$ cat src/rtl/ex_stage_if.sv
// Decode <-> execute stage bus: decoded operands in, forwarding/result/stall out.
interface ex_stage_if #(
   parameter int WORD_WIDTH     = 32,
   parameter int REG_ADDR_WIDTH = 5
);
   logic [7:0]                i_exop;
   logic [WORD_WIDTH-1:0]     i_srcLeft;
   logic [WORD_WIDTH-1:0]     i_srcRight;
   logic [WORD_WIDTH-1:0]     i_offset;
   logic [REG_ADDR_WIDTH-1:0] i_dest;
   logic                      i_idStall;
   logic [REG_ADDR_WIDTH-1:0] o_exDest;
   logic [WORD_WIDTH-1:0]     o_exResult;
   logic                      o_exWriteEnable;
   logic                      o_exStall;

   modport master (
      output i_exop, i_srcLeft, i_srcRight, i_offset, i_dest, i_idStall,
      input  o_exDest, o_exResult, o_exWriteEnable, o_exStall
   );

   modport slave (
      input  i_exop, i_srcLeft, i_srcRight, i_offset, i_dest, i_idStall,
      output o_exDest, o_exResult, o_exWriteEnable, o_exStall
   );
endinterface

$ cat src/rtl/ex_stage.sv
// Execute stage: ID_EX latch, single-cycle logic/shift/arith ALU and a restoring divider FSM.
// Optional signed DIV/REM (DIV class subs 2/3) enabled by defining EX_SIGNED_DIV_EN.
module ex_stage #(
   parameter int WORD_WIDTH     = 32,
   parameter int REG_ADDR_WIDTH = 5,
   parameter int DIV_CYCLES     = 32
) (
   input  logic      clk,
   input  logic      rst_n,
   ex_stage_if.slave bus
);
   localparam int                CNT_W    = (DIV_CYCLES > 1) ? $clog2(DIV_CYCLES) : 1;
   localparam logic [CNT_W-1:0]  CNT_LAST = CNT_W'(DIV_CYCLES - 1);
   localparam logic [2:0]        CLS_LOGIC = 3'b001;
   localparam logic [2:0]        CLS_SHIFT = 3'b010;
   localparam logic [2:0]        CLS_ARITH = 3'b011;
   localparam logic [2:0]        CLS_DIV   = 3'b100;

   typedef enum logic [1:0] {IDLE, RUN, DONE} state_t;

   state_t                         state_p1, state_nxt;
   logic [7:0]                     op_p0;
   logic signed [WORD_WIDTH-1:0]   left_p0, right_p0;
   logic [4:0]                     shamt_p0;
   logic [REG_ADDR_WIDTH-1:0]      dest_p0;
   logic [2:0]                     cls_p0;
   logic [4:0]                     sub_p0;
   logic                           vld_p0;
   logic [WORD_WIDTH-1:0]          alu_res;
   logic                           div_op, div_signed, div_rem, div_zero;
   logic                           stall;
   logic [CNT_W-1:0]               cnt_p1;
   logic [WORD_WIDTH-1:0]          quo_p1, rem_p1, dvsr_p1;
   logic                           neg_q_p1, neg_r_p1;
   logic [WORD_WIDTH:0]            rem_sh, rem_sub;
   logic                           step_ge;
   logic                           unused_offset;

   function automatic logic [WORD_WIDTH-1:0] magnitude(input logic signed [WORD_WIDTH-1:0] v);
      logic [WORD_WIDTH-1:0] u;
      u = $unsigned(v);
      return v[WORD_WIDTH-1] ? (~u + 1'b1) : u;
   endfunction

   function automatic logic [WORD_WIDTH-1:0] apply_sign(input logic [WORD_WIDTH-1:0] v,
                                                         input logic neg);
      return neg ? (~v + 1'b1) : v;
   endfunction

   assign unused_offset = ^bus.i_offset[WORD_WIDTH-1:5];

   // ---- ID_EX latch (p0): stall holds, decode stall inserts a bubble ----
   always_ff @(posedge clk or negedge rst_n) begin
      if (!rst_n) begin
         op_p0    <= '0;
         left_p0  <= '0;
         right_p0 <= '0;
         shamt_p0 <= '0;
         dest_p0  <= '0;
      end else if (!stall) begin
         if (bus.i_idStall) begin
            op_p0   <= '0;
            dest_p0 <= '0;
         end else begin
            op_p0    <= bus.i_exop;
            left_p0  <= bus.i_srcLeft;
            right_p0 <= bus.i_srcRight;
            shamt_p0 <= bus.i_offset[4:0];
            dest_p0  <= bus.i_dest;
         end
      end
   end

   assign cls_p0   = op_p0[7:5];
   assign sub_p0   = op_p0[4:0];
   assign div_rem  = sub_p0[0];
   assign div_zero = (right_p0 == '0);

`ifdef EX_SIGNED_DIV_EN
   assign div_op     = (cls_p0 == CLS_DIV) && (sub_p0 < 5'd4);
   assign div_signed = sub_p0[1];
`else
   assign div_op     = (cls_p0 == CLS_DIV) && (sub_p0 < 5'd2);
   assign div_signed = 1'b0;
`endif

   always_comb begin
      alu_res = '0;
      vld_p0  = 1'b0;
      case (cls_p0)
         CLS_LOGIC: begin
            vld_p0 = (sub_p0 < 5'd4);
            case (sub_p0)
               5'd0:    alu_res = left_p0 | right_p0;
               5'd1:    alu_res = left_p0 & right_p0;
               5'd2:    alu_res = left_p0 ^ right_p0;
               5'd3:    alu_res = ~(left_p0 | right_p0);
               default: alu_res = '0;
            endcase
         end
         CLS_SHIFT: begin
            vld_p0 = (sub_p0 < 5'd3);
            case (sub_p0)
               5'd0:    alu_res = $unsigned(right_p0) << shamt_p0;
               5'd1:    alu_res = $unsigned(right_p0) >> shamt_p0;
               5'd2:    alu_res = $unsigned(right_p0 >>> shamt_p0);
               default: alu_res = '0;
            endcase
         end
         CLS_ARITH: begin
            vld_p0 = (sub_p0 < 5'd4);
            case (sub_p0)
               5'd0:    alu_res = left_p0 + right_p0;
               5'd1:    alu_res = left_p0 - right_p0;
               5'd2:    alu_res = {{(WORD_WIDTH-1){1'b0}}, (left_p0 < right_p0)};
               5'd3:    alu_res = {{(WORD_WIDTH-1){1'b0}},
                                   ($unsigned(left_p0) < $unsigned(right_p0))};
               default: alu_res = '0;
            endcase
         end
         default: alu_res = '0;
      endcase
   end

   // ---- divider (p1): one restoring shift-subtract step per RUN cycle ----
   assign rem_sh  = {rem_p1, quo_p1[WORD_WIDTH-1]};
   assign rem_sub = rem_sh - {1'b0, dvsr_p1};
   assign step_ge = ~rem_sub[WORD_WIDTH];

   always_ff @(posedge clk or negedge rst_n) begin
      if (!rst_n) state_p1 <= IDLE;
      else        state_p1 <= state_nxt;
   end

   always_comb begin
      state_nxt = state_p1;
      stall     = 1'b0;
      case (state_p1)
         IDLE: begin
            if (div_op) begin
               stall     = 1'b1;
               state_nxt = div_zero ? DONE : RUN;
            end
         end
         RUN: begin
            stall = 1'b1;
            if (cnt_p1 == CNT_LAST) state_nxt = DONE;
         end
         DONE:    state_nxt = IDLE;
         default: state_nxt = IDLE;
      endcase
   end

   always_ff @(posedge clk or negedge rst_n) begin
      if (!rst_n) begin
         cnt_p1   <= '0;
         neg_q_p1 <= 1'b0;
         neg_r_p1 <= 1'b0;
      end else begin
         case (state_p1)
            IDLE: begin
               if (div_op) begin
                  cnt_p1   <= '0;
                  // Divide-by-zero returns raw values, so no sign fixup.
                  neg_q_p1 <= div_signed && !div_zero &&
                              (left_p0[WORD_WIDTH-1] ^ right_p0[WORD_WIDTH-1]);
                  neg_r_p1 <= div_signed && !div_zero && left_p0[WORD_WIDTH-1];
               end
            end
            RUN:     cnt_p1 <= cnt_p1 + 1'b1;
            default: cnt_p1 <= cnt_p1;
         endcase
      end
   end

   always_ff @(posedge clk) begin
      if (state_p1 == IDLE && div_op) begin
         if (div_zero) begin
            quo_p1  <= '1;
            rem_p1  <= left_p0;
            dvsr_p1 <= '0;
         end else begin
            quo_p1  <= div_signed ? magnitude(left_p0) : $unsigned(left_p0);
            rem_p1  <= '0;
            dvsr_p1 <= div_signed ? magnitude(right_p0) : $unsigned(right_p0);
         end
      end else if (state_p1 == RUN) begin
         quo_p1 <= {quo_p1[WORD_WIDTH-2:0], step_ge};
         rem_p1 <= step_ge ? rem_sub[WORD_WIDTH-1:0] : rem_sh[WORD_WIDTH-1:0];
      end
   end

   // ---- outputs: forwarding and EX_MEM ----
   always_comb begin
      bus.o_exResult      = '0;
      bus.o_exWriteEnable = 1'b0;
      if (state_p1 == DONE) begin
         bus.o_exResult      = div_rem ? apply_sign(rem_p1, neg_r_p1)
                                       : apply_sign(quo_p1, neg_q_p1);
         bus.o_exWriteEnable = (dest_p0 != '0);
      end else if (!div_op) begin
         bus.o_exResult      = alu_res;
         bus.o_exWriteEnable = vld_p0 && (dest_p0 != '0);
      end
   end

   assign bus.o_exDest  = dest_p0;
   assign bus.o_exStall = stall;
endmodule

$ cat src/flat_wrapper.sv
// flat-port wrapper written by rule: the top's interface ports become plain ports
module ex_stage_flat 
#(
   parameter int WORD_WIDTH     = 32,
   parameter int REG_ADDR_WIDTH = 5,
   parameter int DIV_CYCLES     = 32
)
  (clk, rst_n, bus_i_exop, bus_i_srcLeft, bus_i_srcRight, bus_i_offset, bus_i_dest, bus_i_idStall, bus_o_exDest, bus_o_exResult, bus_o_exWriteEnable, bus_o_exStall);
  ex_stage_if #(.WORD_WIDTH(WORD_WIDTH), .REG_ADDR_WIDTH(REG_ADDR_WIDTH)) bus_i ();
  input  logic clk;
  input  logic rst_n;
  input wire logic [$bits(bus_i.i_exop)-1:0] bus_i_exop;
  input wire logic [$bits(bus_i.i_srcLeft)-1:0] bus_i_srcLeft;
  input wire logic [$bits(bus_i.i_srcRight)-1:0] bus_i_srcRight;
  input wire logic [$bits(bus_i.i_offset)-1:0] bus_i_offset;
  input wire logic [$bits(bus_i.i_dest)-1:0] bus_i_dest;
  input wire logic [$bits(bus_i.i_idStall)-1:0] bus_i_idStall;
  output wire logic [$bits(bus_i.o_exDest)-1:0] bus_o_exDest;
  output wire logic [$bits(bus_i.o_exResult)-1:0] bus_o_exResult;
  output wire logic [$bits(bus_i.o_exWriteEnable)-1:0] bus_o_exWriteEnable;
  output wire logic [$bits(bus_i.o_exStall)-1:0] bus_o_exStall;
  assign bus_i.i_exop = bus_i_exop;
  assign bus_i.i_srcLeft = bus_i_srcLeft;
  assign bus_i.i_srcRight = bus_i_srcRight;
  assign bus_i.i_offset = bus_i_offset;
  assign bus_i.i_dest = bus_i_dest;
  assign bus_i.i_idStall = bus_i_idStall;
  assign bus_o_exDest = bus_i.o_exDest;
  assign bus_o_exResult = bus_i.o_exResult;
  assign bus_o_exWriteEnable = bus_i.o_exWriteEnable;
  assign bus_o_exStall = bus_i.o_exStall;
  ex_stage #(.WORD_WIDTH(WORD_WIDTH), .REG_ADDR_WIDTH(REG_ADDR_WIDTH), .DIV_CYCLES(DIV_CYCLES)) u_core (.clk(clk), .rst_n(rst_n), .bus(bus_i));
endmodule
$ cat config.mk
export PLATFORM = sky130hd
export DESIGN_NAME = ex_stage_flat
export DESIGN_NICKNAME = d
export VERILOG_FILES = /design/src/rtl/ex_stage_if.sv /design/src/rtl/ex_stage.sv /design/src/flat_wrapper.sv
export SDC_FILE = /design/constraint.sdc
export NUM_CORES = 1
export LEC_CHECK = 0
export CORE_AREA = 2 2 197 199
export DETAILED_ROUTE_END_ITERATION = 16
export DIE_AREA = 0 0 199 201
export PLACE_DENSITY = 0.7
export SETUP_SLACK_MARGIN = 0.3
export SLEW_MARGIN = 5
export SYNTH_ARGS = -nofsm -noshare
export SYNTH_HDL_FRONTEND = slang
export SYNTH_SLANG_ARGS = --single-unit
$ cat constraint.sdc
create_clock -name clk -period 4.8 [get_ports clk]
set_clock_uncertainty 0.15 [all_clocks]
set_input_delay 1.2 -clock clk [delete_from_list [all_inputs] [get_ports clk]]
set_output_delay 1.2 -clock clk [all_outputs]
set_load 0.01 [all_outputs]
After elaboration in Yosys (flattened, before gate mapping). Cells that the tools add are included.

Bits in registers: 185. Latch bits: 0. RAM bits: 0. Memory bits (read-only): 0. Bits of input ports: 112. Output and inout bits: 39. Word-level logic and storage cells: 81. Memories: 0.

Add/subtract/negate cells: 4. Multipliers: 0. Divide/modulo/power cells: 0. $lt $le $gt $ge: 5. Equality and inequality tests: 12. Shift operators: 3. Mux-type cells: 27. Bitwise operators: 7. Reduce and logical (&&, ||, !) cells: 13.

Operator list (count): $mux 32 (10); $pmux 32 s4 (2); $pmux 32 s3 (2); $lt 32x32->1 (2); $sub 33x32->33 (1); $add 32x32->32 (1); $and 32x32->32 (1); $logic_not 32->1 (1); $not 32->32 (1); $or 32x32->32 (1); $shl 32x5->32 (1); $shr 32x5->32 (1); $sshr 32x5->32 (1); $sub 32x32->32 (1); $xor 32x32->32 (1); $eq 5x2->1 const B (2); $lt 5x2->1 const B (2); $mux 5 (2); $pmux 5 s2 (1); $mux 8 (1); $eq 3x2->1 const B (2); $mux 2 (3); $reduce_and 2->1 (3); $add 5x1->5 const B (1); 18 further kinds (27).

Longest topological paths before layout.
Depth after elaboration: 6. Mapped depth: 14.

Least setup slack after synthesis. OpenSTA, ideal clock, no wires.

Kind: reg-to-output. Start: register u_core.right_p0[6]. End: output bus_o_exResult[29]. Data arrival time: 3.023 ns. Slack: 0.427 ns. Cell stages (with the launch flop): 15. Path buffers: 2. Cell sequence: dfrtp_1 clkbuf_1 inv_1 ha_1 buf_6 nor2_1 a221oi_2 a31oi_4 a41oi_4 o41ai_4 a31o_1 o31ai_2 and4_1 a2111oi_2 o22ai_1.

Longest elaborated chain between the ends: 5. Elaborated cells on any way between the ends: 10. Those cells by class: add/sub: 2; shift: 3; mux: 5.

RTL lines: start, declared (line ex_stage.sv:23) `logic signed [WORD_WIDTH-1:0] left_p0, right_p0;`; start signal, assigned (line ex_stage.sv:67) `right_p0 <= bus.i_srcRight;`; $sub 32x32->32, or another cell as far along (line ex_stage.sv:114) `5'd1: alu_res = left_p0 - right_p0;`; $pmux 32 s4 or $pmux 32 s3 (tied branches) (line ex_stage.sv:112, ex_stage.sv:103); $pmux 32 s3 * (line ex_stage.sv:90) `case (cls_p0)`; $mux 32 * (line ex_stage.sv:201) `end else if (!div_op) begin`; $mux 32 * (line ex_stage.sv:197) `if (state_p1 == DONE) begin`; end, declared (line flat_wrapper.sv:19) `output wire logic [$bits(bus_i.o_exResult)-1:0] bus_o_exResult;`.

Every way passes the cells marked *; elsewhere a longest branch is shown, timed or not.

Final worst setup path.
Start: register u_core.left_p0[1]. End: output bus_o_exResult[29].

Longest elaborated chain between the ends: 5. Elaborated cells on any way between the ends: 6. Those cells by class: add/sub: 2; mux: 4.

RTL lines: start, declared (line ex_stage.sv:23); start signal, assigned (line ex_stage.sv:66) `left_p0 <= bus.i_srcLeft;`; $sub 32x32->32 or $add 32x32->32 (tied branches) (line ex_stage.sv:114, ex_stage.sv:113); $pmux 32 s4 * (line ex_stage.sv:112) `case (sub_p0)`; $pmux 32 s3 * (line ex_stage.sv:90); $mux 32 * (line ex_stage.sv:201); $mux 32 * (line ex_stage.sv:197).

Marked as above.

==> out/metrics.csv <==
metric,value,unit
Initial DRT Pass Iterations,7,
Num CTS Buffers,17,
Setup crit end kind,primary output,
CTS tree,done,
fmax,0.1933,GHz
largest family of logic cells by synthesized area,compound AO/OA/AOI/OAI gates,
H-tree depth,4,
reg2reg setup slack,910,ps
Post-Synth Simple-Gate Area,12.77,%
Max-cap violations,0,
n_diodes,0,
"Core Util, Final",66.18,%
crit share post-route,107.8,%
most frequent cells in the layout,"buf_4, nand2_1, o21ai_0",
Critical Path RT,3450,ps
Syn Std Cell Area,18750,sq um
syn nets,2450,
Final GP Congestion,1.030,
Worst Hold Class,reg -> reg,
Core Region,38110,sq um
vias in the first global route,18310,
"commonest non-fill, non-tap cell in the layout",buf_4,
largest net degree at the start of global routing,141,
initial antenna violation count,0,
outcome,"finished, violations left",
RSZ-0062 raised after global routing,true,
CTS clock-pin slew for the worst setup and hold paths,70,ps
clock sink count,185,
Root Buffer,clkbuf_16,
Ys Warns,0,
Slew headroom,31.10,%
die height,201,um
post-route ant nets,0,
port buffer count,123,
Adder-Cell Fraction of Synth Area,9.196,%
mux contribution to synthesized area,15.40,%
Fin. Hold Viols,0,
share of cells above drive strength 1,30.71,%
first-pass GRT wire length,111200,um
Crit Path Max Fanout,3,
DRT iter0 DRCs,2013,
Post-synth ARST share,48.11,%
Vias per Instance,6.231,
"Slew Viols, Final",0,
area grow syn2layout,34.51,%
DRC,0,
Post-Place Worst Slack,-454.4,ps
vias after detailed routing,19380,
Synth cell types,92,
post-synthesis xor/xnor area fraction,2.716,%
Initial Util,49.20,%
DIE WIDTH,199,um
grt ovf,0,
Cells after Synth,2202,
WL final,75750,um
Worst-Skew Late Latency,480,ps
compound-cell area share of the yosys netlist,25.45,%
sequential fraction of the synthesis area,27.26,%
IO Count,151,
Setup-failing EPs final,18,
Clock Tree Buf Depth,2,
failing checks,setup timing,
CP Class,reg -> out,
Synth Flop Type,edfxtp_1,
final hold slack,374.0,ps
Worst-Margin Slew,1033,ps
post-route setup slack,-373.9,ps
min Tclk post-route,5174,ps
final net count,2827,
Rows,72,
"FF+latch count, synth",185,
Final HPWL DP,57300,um
total track usage,37.41,%
Critical Path Start Type,flip-flop,
syn avg cell area,8.514,sq um
Post-synth EDFFs,96,
worst path arrival time,3820,ps
die area,40000,sq um
Avg WL per Cell,24.36,um
kinds of logic (layout without fill, tap and decap cells):
family / Yosys count / count (layout)
and+or+nand+nor: 533 / 533
muxes: 230 / 230
adders and majority gates: 136 / 136
buffers and inverters: 334 / 724
AOI/OAI and AO/OA: 728 / 728
DFF: 185 / 185
xor gates and xnor gates: 56 / 56
state kept, by name, summed over array words and instances (netlist names):
name and cells:
u_core.dvsr_p1 32, u_core.left_p0 32, u_core.quo_p1 32, u_core.rem_p1 32, u_core.right_p0 32, u_core.op_p0 8, u_core.bus.o_exDest 5, u_core.cnt_p1 5
u_core.shamt_p0 5, u_core.state_p1 2
cells in the mapped netlist (18+ instances only):
cell	number	area, sq um
mux4_2	45	1013
o211ai_1	23	172.7
mux2i_1	168	1682
nor2_1	141	529.3
a21oi_1	155	775.7
buf_1	24	90.09
nand2b_1	32	200.2
clkbuf_1	125	469.2
a211oi_1	53	397.9
o22ai_1	30	187.7
nor3_1	19	95.09
ha_1	133	1664
dfrtp_1	89	2227
nand3_1	30	150.1
xnor2_1	45	394.1
inv_1	132	495.5
edfxtp_1	96	2883
o22a_1	38	332.8
buf_2	33	165.2
nand2_1	227	852.1
o21bai_1	22	165.2
a31oi_1	20	125.1
o21ai_0	222	1111
nor4_1	18	112.6
a21o_1	28	210.2
repair_timing:
action                     CTS  global route
pin swaps                   97           100
setup buffers               39            36
hold buffers                 0             0
gates cloned                 1             1
gates resized for setup    314           142
setup endpoints to repair   32            32
path summary, 6_finish.rpt:
kind	startpoint	to	cells past startpoint
max in group asynchronous	rst_n	u_core.shamt_p0[3]	2
setup reg to reg	u_core.quo_p1[31]	u_core.rem_p1[9]	13
hold / removal	u_core.bus.o_exDest[4]	u_core.bus.o_exDest[4]	2
hold reg to reg	u_core.bus.o_exDest[4]	u_core.bus.o_exDest[4]	2
min in group asynchronous	rst_n	u_core.state_p1[0]	1
setup / recovery	u_core.left_p0[1]	bus_o_exResult[29]	16
through the flow:
step	instances	cell area (sq um)	TNS [ps]
2_1_floorplan	2202	18750	0
3_3_place_gp	3001	22640	-4915
3_5_place_dp	3001	22640	-5125
4_1_cts	3073	24300	-4252
5_1_grt	3110	25220	-5710
6_report	3110	25220	-3614
worst max-delay path: stages, from the launching register on:
cell	delay [ps]
dfrtp_1	440
buf_6	150
buf_6	110
ha_4	170
o311ai_4	290
buf_6	150
a31oi_4	80
a41oi_4	280
o41ai_4	130
buf_4	170
a31o_1	210
o31ai_2	240
a21oi_1	120
a2111oi_2	370
buf_4	190
o22ai_2	70
buf_2	170
metal layers:
layer / up-vias / wire (um) / global-route usage [%]
li1: 8833 / - / -
met4: 0 / 2460 / 12.23
met3: 149 / 7917 / 9.526
met2: 966 / 32820 / 55.26
met5: - / 0 / 0
met1: 9430 / 32560 / 53.32
layout make-up:
cell class                 instances  area (sq um)
fill                            3227         12890
clock buffer                      20         456.7
tap                              518         648.1
multi-input combinational       1683         13590
inverter                         139         521.8
sequential                       185          5130
clock inverter                    12         155.1
timing repair buffer             553          4715
Power is not shown: default switching activity piles up to over one toggle a cycle in this logic, so the estimate is an artifact.
